[src/rtl/spi_mem_master_if.sv]
// Bus bundle for spi_mem_master: CPU-side request/response handshake plus
// the four SPI memory pins. The master modport is the SPI master's view;
// the slave modport is the view of the environment (control FSM + memory).
interface spi_mem_master_if #(
    parameter int ADDR_W = 15,
    parameter int DATA_W = 16
);
    logic              start_i;
    logic              rwb_i;
    logic [ADDR_W-1:0] addr_i;
    logic [DATA_W-1:0] wdata_i;
    logic [DATA_W-1:0] rdata_o;
    logic              busy_o;
    logic              done_o;
    logic              sclk_o;
    logic              cs_n_o;
    logic              mosi_o;
    logic              miso_i;

    modport master (
        input  start_i, rwb_i, addr_i, wdata_i, miso_i,
        output rdata_o, busy_o, done_o, sclk_o, cs_n_o, mosi_o
    );

    modport slave (
        output start_i, rwb_i, addr_i, wdata_i, miso_i,
        input  rdata_o, busy_o, done_o, sclk_o, cs_n_o, mosi_o
    );
endinterface

[src/rtl/spi_mem_master.sv]
// SPI Mode 0 memory master. One request = one fixed 32-bit frame
// {rwb, addr, data}, MSB first; read data is the last DATA_W bits sampled
// on MISO. Frame: LEAD (CS setup), 32 SCK pulses, TRAIL (CS hold), then a
// single DONE cycle with cs_n high and done_o pulsed.
// ADDR_W + DATA_W + 1 must equal 32; HALF_DIV >= 1.
// Optional feature macro: SPI_TXN_COUNT_EN adds txn_count_o, a 16-bit
// wrapping count of completed frames.
module spi_mem_master #(
    parameter int ADDR_W   = 15,
    parameter int DATA_W   = 16,
    parameter int HALF_DIV = 2
) (
    input  logic clk,
    input  logic reset,
`ifdef SPI_TXN_COUNT_EN
    output logic [15:0] txn_count_o,
`endif
    spi_mem_master_if.master bus
);

    localparam int FRAME_W = ADDR_W + DATA_W + 1;
    localparam int HALF_W  = (HALF_DIV > 1) ? $clog2(HALF_DIV) : 1;

    typedef enum logic [2:0] {
        S_IDLE,
        S_LEAD,
        S_SHIFT,
        S_TRAIL,
        S_DONE
    } state_t;

    state_t              r_state;
    logic [HALF_W-1:0]   r_half;
    logic [5:0]          r_bit;
    logic                r_last;
    logic                r_rwb;
    logic [FRAME_W-2:0]  r_tx;
    logic [DATA_W-1:0]   r_rx;
    logic [DATA_W-1:0]   r_rdata;
    logic                r_sclk;
    logic                r_cs_n;
    logic                r_mosi;
    logic                r_busy;
    logic                r_done;

    logic                w_half_end;
    logic [DATA_W-1:0]   w_data;
    logic [FRAME_W-1:0]  w_tx;

    assign w_half_end = (r_half == HALF_W'(HALF_DIV - 1));

    // Frame word as it would be launched if the request were accepted now.
    always_comb begin
        w_data = bus.wdata_i;
        if (bus.rwb_i) begin
            w_data = '0;
        end
        w_tx = {bus.rwb_i, bus.addr_i, w_data};
    end

    // Frame sequencer. Entering SHIFT with the half counter at its terminal
    // value makes the first SHIFT cycle the tail of a low phase, so the
    // first SCK rise follows one cycle later. The 32nd pulse keeps its full
    // low half inside SHIFT (r_last marks it) before TRAIL begins.
    always_ff @(posedge clk) begin
        if (reset) begin
            r_state <= S_IDLE;
            r_half  <= '0;
            r_bit   <= '0;
            r_last  <= 1'b0;
            r_rwb   <= 1'b0;
            r_tx    <= '0;
            r_rx    <= '0;
            r_rdata <= '0;
            r_sclk  <= 1'b0;
            r_cs_n  <= 1'b1;
            r_mosi  <= 1'b0;
            r_busy  <= 1'b0;
            r_done  <= 1'b0;
        end else begin
            r_done <= 1'b0;
            case (r_state)
                S_IDLE: begin
                    r_sclk <= 1'b0;
                    r_cs_n <= 1'b1;
                    r_busy <= 1'b0;
                    if (bus.start_i) begin
                        r_tx    <= w_tx[FRAME_W-2:0];
                        r_mosi  <= w_tx[FRAME_W-1];
                        r_rx    <= '0;
                        r_rwb   <= bus.rwb_i;
                        r_cs_n  <= 1'b0;
                        r_busy  <= 1'b1;
                        r_half  <= '0;
                        r_bit   <= '0;
                        r_last  <= 1'b0;
                        r_state <= S_LEAD;
                    end
                end

                S_LEAD: begin
                    if (w_half_end) begin
                        r_half  <= HALF_W'(HALF_DIV - 1);
                        r_state <= S_SHIFT;
                    end else begin
                        r_half <= r_half + HALF_W'(1);
                    end
                end

                S_SHIFT: begin
                    if (w_half_end) begin
                        r_half <= '0;
                        if (!r_sclk) begin
                            if (r_last) begin
                                r_state <= S_TRAIL;
                            end else begin
                                r_sclk <= 1'b1;
                                r_rx   <= {r_rx[DATA_W-2:0], bus.miso_i};
                            end
                        end else begin
                            r_sclk <= 1'b0;
                            r_tx   <= {r_tx[FRAME_W-3:0], 1'b0};
                            if (r_bit == 6'(FRAME_W - 1)) begin
                                r_last <= 1'b1;
                                r_mosi <= 1'b0;
                            end else begin
                                r_bit  <= r_bit + 6'd1;
                                r_mosi <= r_tx[FRAME_W-2];
                            end
                        end
                    end else begin
                        r_half <= r_half + HALF_W'(1);
                    end
                end

                S_TRAIL: begin
                    if (w_half_end) begin
                        r_half  <= '0;
                        r_cs_n  <= 1'b1;
                        r_done  <= 1'b1;
                        if (r_rwb) begin
                            r_rdata <= r_rx;
                        end
                        r_state <= S_DONE;
                    end else begin
                        r_half <= r_half + HALF_W'(1);
                    end
                end

                S_DONE: begin
                    r_busy  <= 1'b0;
                    r_bit   <= '0;
                    r_last  <= 1'b0;
                    r_state <= S_IDLE;
                end

                default: begin
                    r_state <= S_IDLE;
                end
            endcase
        end
    end

`ifdef SPI_TXN_COUNT_EN
    logic [15:0] r_txn_count;

    // Count frames on the edge entering DONE; an aborted frame never gets there.
    always_ff @(posedge clk) begin
        if (reset) begin
            r_txn_count <= '0;
        end else if (r_state == S_TRAIL && w_half_end) begin
            r_txn_count <= r_txn_count + 16'd1;
        end
    end

    assign txn_count_o = r_txn_count;
`endif

    assign bus.rdata_o = r_rdata;
    assign bus.busy_o  = r_busy;
    assign bus.done_o  = r_done;
    assign bus.sclk_o  = r_sclk;
    assign bus.cs_n_o  = r_cs_n;
    assign bus.mosi_o  = r_mosi;

endmodule

[src/flat_wrapper.sv]
// flat-port wrapper written by rule: the top's interface ports become plain ports
module spi_mem_master_flat 
#(
    parameter int ADDR_W   = 15,
    parameter int DATA_W   = 16,
    parameter int HALF_DIV = 2
)
  (clk, reset, bus_start_i, bus_rwb_i, bus_addr_i, bus_wdata_i, bus_miso_i, bus_rdata_o, bus_busy_o, bus_done_o, bus_sclk_o, bus_cs_n_o, bus_mosi_o);
  spi_mem_master_if #(.ADDR_W(ADDR_W), .DATA_W(DATA_W)) bus_i ();
  input  logic clk;
  input  logic reset;
  input wire logic [$bits(bus_i.start_i)-1:0] bus_start_i;
  input wire logic [$bits(bus_i.rwb_i)-1:0] bus_rwb_i;
  input wire logic [$bits(bus_i.addr_i)-1:0] bus_addr_i;
  input wire logic [$bits(bus_i.wdata_i)-1:0] bus_wdata_i;
  input wire logic [$bits(bus_i.miso_i)-1:0] bus_miso_i;
  output wire logic [$bits(bus_i.rdata_o)-1:0] bus_rdata_o;
  output wire logic [$bits(bus_i.busy_o)-1:0] bus_busy_o;
  output wire logic [$bits(bus_i.done_o)-1:0] bus_done_o;
  output wire logic [$bits(bus_i.sclk_o)-1:0] bus_sclk_o;
  output wire logic [$bits(bus_i.cs_n_o)-1:0] bus_cs_n_o;
  output wire logic [$bits(bus_i.mosi_o)-1:0] bus_mosi_o;
  assign bus_i.start_i = bus_start_i;
  assign bus_i.rwb_i = bus_rwb_i;
  assign bus_i.addr_i = bus_addr_i;
  assign bus_i.wdata_i = bus_wdata_i;
  assign bus_i.miso_i = bus_miso_i;
  assign bus_rdata_o = bus_i.rdata_o;
  assign bus_busy_o = bus_i.busy_o;
  assign bus_done_o = bus_i.done_o;
  assign bus_sclk_o = bus_i.sclk_o;
  assign bus_cs_n_o = bus_i.cs_n_o;
  assign bus_mosi_o = bus_i.mosi_o;
  spi_mem_master #(.ADDR_W(ADDR_W), .DATA_W(DATA_W), .HALF_DIV(HALF_DIV)) u_core (.clk(clk), .reset(reset), .bus(bus_i));
endmodule
[config.mk]
export PLATFORM = sky130hd
export DESIGN_NAME = spi_mem_master_flat
export DESIGN_NICKNAME = d
export VERILOG_FILES = /design/src/rtl/spi_mem_master_if.sv /design/src/rtl/spi_mem_master.sv /design/src/flat_wrapper.sv
export SDC_FILE = /design/constraint.sdc
export NUM_CORES = 1
export LEC_CHECK = 0
export CORE_MARGIN = 5
export CORE_UTILIZATION = 48
export DETAILED_ROUTE_END_ITERATION = 6
export PLACE_DENSITY = 0.87
export SLEW_MARGIN = 20
export SYNTH_ARGS = -nofsm -noshare
export SYNTH_HDL_FRONTEND = slang
export SYNTH_SLANG_ARGS = --single-unit
[constraint.sdc]
create_clock -name clk -period 1.7 [get_ports clk]
set_clock_uncertainty 0.2 [all_clocks]
set_input_delay 0.34 -clock clk [delete_from_list [all_inputs] [get_ports clk]]
set_output_delay 0.34 -clock clk [all_outputs]
set_load 0.01 [all_outputs]
==> parameters.txt <==
Parameter                              Value

Synthesis
  Avg Cell Area, Syn    8.90 um^2
  Most used DFF post-synth    dfxtp_1
  Post-synth net total    about 420
  Mapped Cells    ~380
  Number of synthesized flops with an enable pin    0
  Area of the mapped netlist    3420 um^2
  Netlist cell types    46
  Yosys synthesis warning count    0
  Sequential area share after synthesis    approximately 47%
  Fraction of registers with async set or reset after synthesis    0%
  Post-synthesis register bit count    80

Layout
  Most common cell after layout, fill and taps aside    dfxtp_1
  NumNets Final    486
  Area growth syn-to-layout    29.2%
  Layout fillers    roughly 550
  Multi-input gate area in the final layout    around 1700 um^2
  Fraction of the core area covered by cells at the end of the flow    approximately 64%
  Total area of sequential cells    roughly 1600 um^2
  Final non-filler cell area    4410 um^2
  Commonest non-fill, non-tap cells in the layout    dfxtp_1, nand2_1, a21oi_1, nor2_1, clkdlybuf4s50_1
  Fraction of final layout cells with drive strength greater than 1    17.0%
  Number of diodes added for antenna fixing    0

CTS
  Htree depth    3
  Inserted Clock Buffers    9
  Max Root-Sink Buffers    2
  Clk pin slew, worst setup/hold paths    roughly 0.080 ns
  Clock network latency to the later pin of the worst-skew pair    about 0.34 ns
  CTS tree    done
  Buffer cell driving the clock tree root    clkbuf_8
  Clk sink count    80

Global routing
  Maximum number of pins on one net before global-route repair    a little over 40
  Initial antenna violation count    0
  GR Layer Usage met3    around 6.3%
  Global-route wire length before repair    approximately 13000 um
  Grt ovf    0
  Global routing usage on met1    between 20% and 30%
  Total global routing track utilization    between 10% and 20%
  Global route hottest layer    met2
  Via count of the first global-routing pass    approximately 2900
  Met2 usage    a little under a third

Power
  Peak supply drop    a little over 600 uV
  Static power due to leakage    roughly 0.0017 uW
  Internal power    2960 uW
  Clk pwr share    a little over a third
  Power per cell area    around 900 nW/um^2
  Psw    between 1000 and 1500 uW
  Fraction of power spent switching nets    around a quarter
  Post-layout power    about 4000 uW
  Reg power frac    50.9%
  Combinational power share    14.1%

Place
  Number of buffers added on ports    between 50 and 60
  Total cell area at the placement stage    slightly above 4000 um^2
  Gpl congestion    roughly 0.85
  Placed wire-length estimate after detailed placement    approximately 5200 um

STA
  Final Hold Viols    0
  Pin slew with the least headroom to its limit    0.382 ns
  Worst slack on hold paths    between 0.2 and 0.3 ns
  Final setup viols    0
  Period utilisation layout    97.7%
  Rel. slew slack    74.5%
  Clock period minus final worst setup slack    about 1.7 ns
  Max Transition Viols Final    0
  Max frequency    roughly 0.6 GHz

Routing
  Average detailed-routed wire length per instance    around 14 um
  Detailed-route DRC error count    0
  DR vias    around 3000
  DRT antenna net count    0
  Vias/cell    ~5.5
  Iteration-0 DRC Markers    approximately 140
  Final routed wirelength across all metal layers    ~7900 um
  Number of detailed-routing iterations run before antenna repair    4

Floorplan
  Row cnt    30
  # IOs    57
  Area of the core    6870 um^2
  Width of the die    between 90 and 100 um
  Full die area    8900 um^2
  Initial core utilization    49.7%
  Die Span Y    94.4 um

Critical path
  Crit path arrival time    1.75 ns
  Critical path start-end classification    reg -> reg
  Required time of the critical path    between 1.5 and 2 ns
  Kind of end point of the critical path    flip-flop
  Startpoint Class    flip-flop
  Largest fanout on the critical path    15

Outcome
  Run status    complete, no violations

Worst hold path
  Hold/Removal Path Class    reg -> reg

Run
  Max-cap violations    0
==> kinds of logic after synthesis <==
group                    synth area share (%)
XOR/XNOR                                0.256
buffers and inverters                    5.49
flip-flops                               46.9
AND/OR/NAND/NOR                          21.6
adder cells (fa/ha/maj)                 0.366
AO/OA/AOI/OAI                            24.8
multiplexers                            0.623
==> worst paths after layout <==
kind / to / cells past startpoint / slack [ns] / start
min: u_core.bus.rdata_o[3] / 2 / 0.25 / u_core.bus.rdata_o[3]
max: u_core.r_rx[6] / 6 / 0.04 / u_core.r_state[1]
min reg2reg: u_core.bus.rdata_o[3] / 2 / 0.25 / u_core.bus.rdata_o[3]
max reg2reg: u_core.r_rx[6] / 6 / 0.04 / u_core.r_state[1]
==> repair_timing <==
item	4_1_cts	5_1_grt
hold endpoints to repair	0	0
hold buffers	0	0
setup endpoints to repair	69	61
gates resized for setup	26	12
setup buffers	0	2
pin swaps	1	2
==> worst max-delay path, stage by stage, from the launching register on <==
cell and delay, ns:
dfxtp_4 0.41, nor3b_4 0.33, buf_4 0.18, nand2_1 0.07
nor2_2 0.14, buf_12 0.15, a22o_1 0.13
==> per-stage QoR <==
stage / setup WS [ns] / setup TNS (ns) / std cells
3_5_place_dp: -0.422 / -19.83 / 532
3_3_place_gp: -0.390 / -18.19 / 532
6_report: 0.0397 / 0 / 550
4_1_cts: 0.000273 / 0 / 548
5_1_grt: -0.0464 / -0.574 / 550
2_1_floorplan: 0.0760 / 0 / 384
==> registers in the layout (all words and copies together) (netlist names) <==
| name | cells |
|---|---|
| u_core.bus.sclk_o | 1 |
| u_core.r_tx | 31 |
| u_core.r_half | 1 |
| u_core.bus.done_o | 1 |
| u_core.bus.mosi_o | 1 |
| u_core.bus.rdata_o | 16 |
| u_core.bus.cs_n_o | 1 |
| u_core.r_bit | 6 |
| u_core.r_rx | 16 |
| u_core.bus.busy_o | 1 |
| u_core.r_rwb | 1 |
| u_core.r_last | 1 |
| u_core.r_state | 3 |
==> power groups by stage <==
stage	combinational, uW	sequential, uW	clock [uW]
2_1_floorplan	353	2050	0
3_3_place_gp	519	2060	0
3_5_place_dp	536	2060	0
4_1_cts	543	2020	1410
5_1_grt	615	2030	1500
6_report	559	2020	1390
==> cells in the mapped netlist, types with 3 or more instances <==
cell type / count / area share, %
nand2_1: 69 / 7.6
a21oi_2: 3 / 0.77
nor3b_2: 3 / 1.1
nor3_1: 5 / 0.73
and3_1: 3 / 0.55
o21ai_1: 3 / 0.44
a21oi_1: 41 / 6.0
a22o_1: 15 / 3.8
buf_4: 10 / 2.2
buf_2: 9 / 1.3
dfxtp_1: 80 / 47
a211oi_2: 7 / 2.6
a211oi_1: 11 / 2.4
nor2_1: 37 / 4.1
clkbuf_1: 9 / 0.99
a311oi_1: 9 / 2.3
nor3b_1: 16 / 3.5
a311oi_2: 6 / 2.6
o21ai_0: 8 / 1.2
==> area by class of cell <==
| class | instances | area share [%] |
|---|---|---|
| multi-input cells | 271 | 38.2 |
| clock buffers | 12 | 3.29 |
| clock inverters | 4 | 1.22 |
| repair buffers | 85 | 17.9 |
| flip-flops and latches | 80 | 36.5 |
| well taps | 96 | 2.72 |
| inverters | 2 | 0.170 |
==> routing by layer <==
metal  wire length, um  up-vias
met5                 0        -
met4                52        0
met3               591        7
met2              3700       84
met1              3540     1437
li1                  -     1494
No activity file was read; power rests on OpenSTA's default activity.
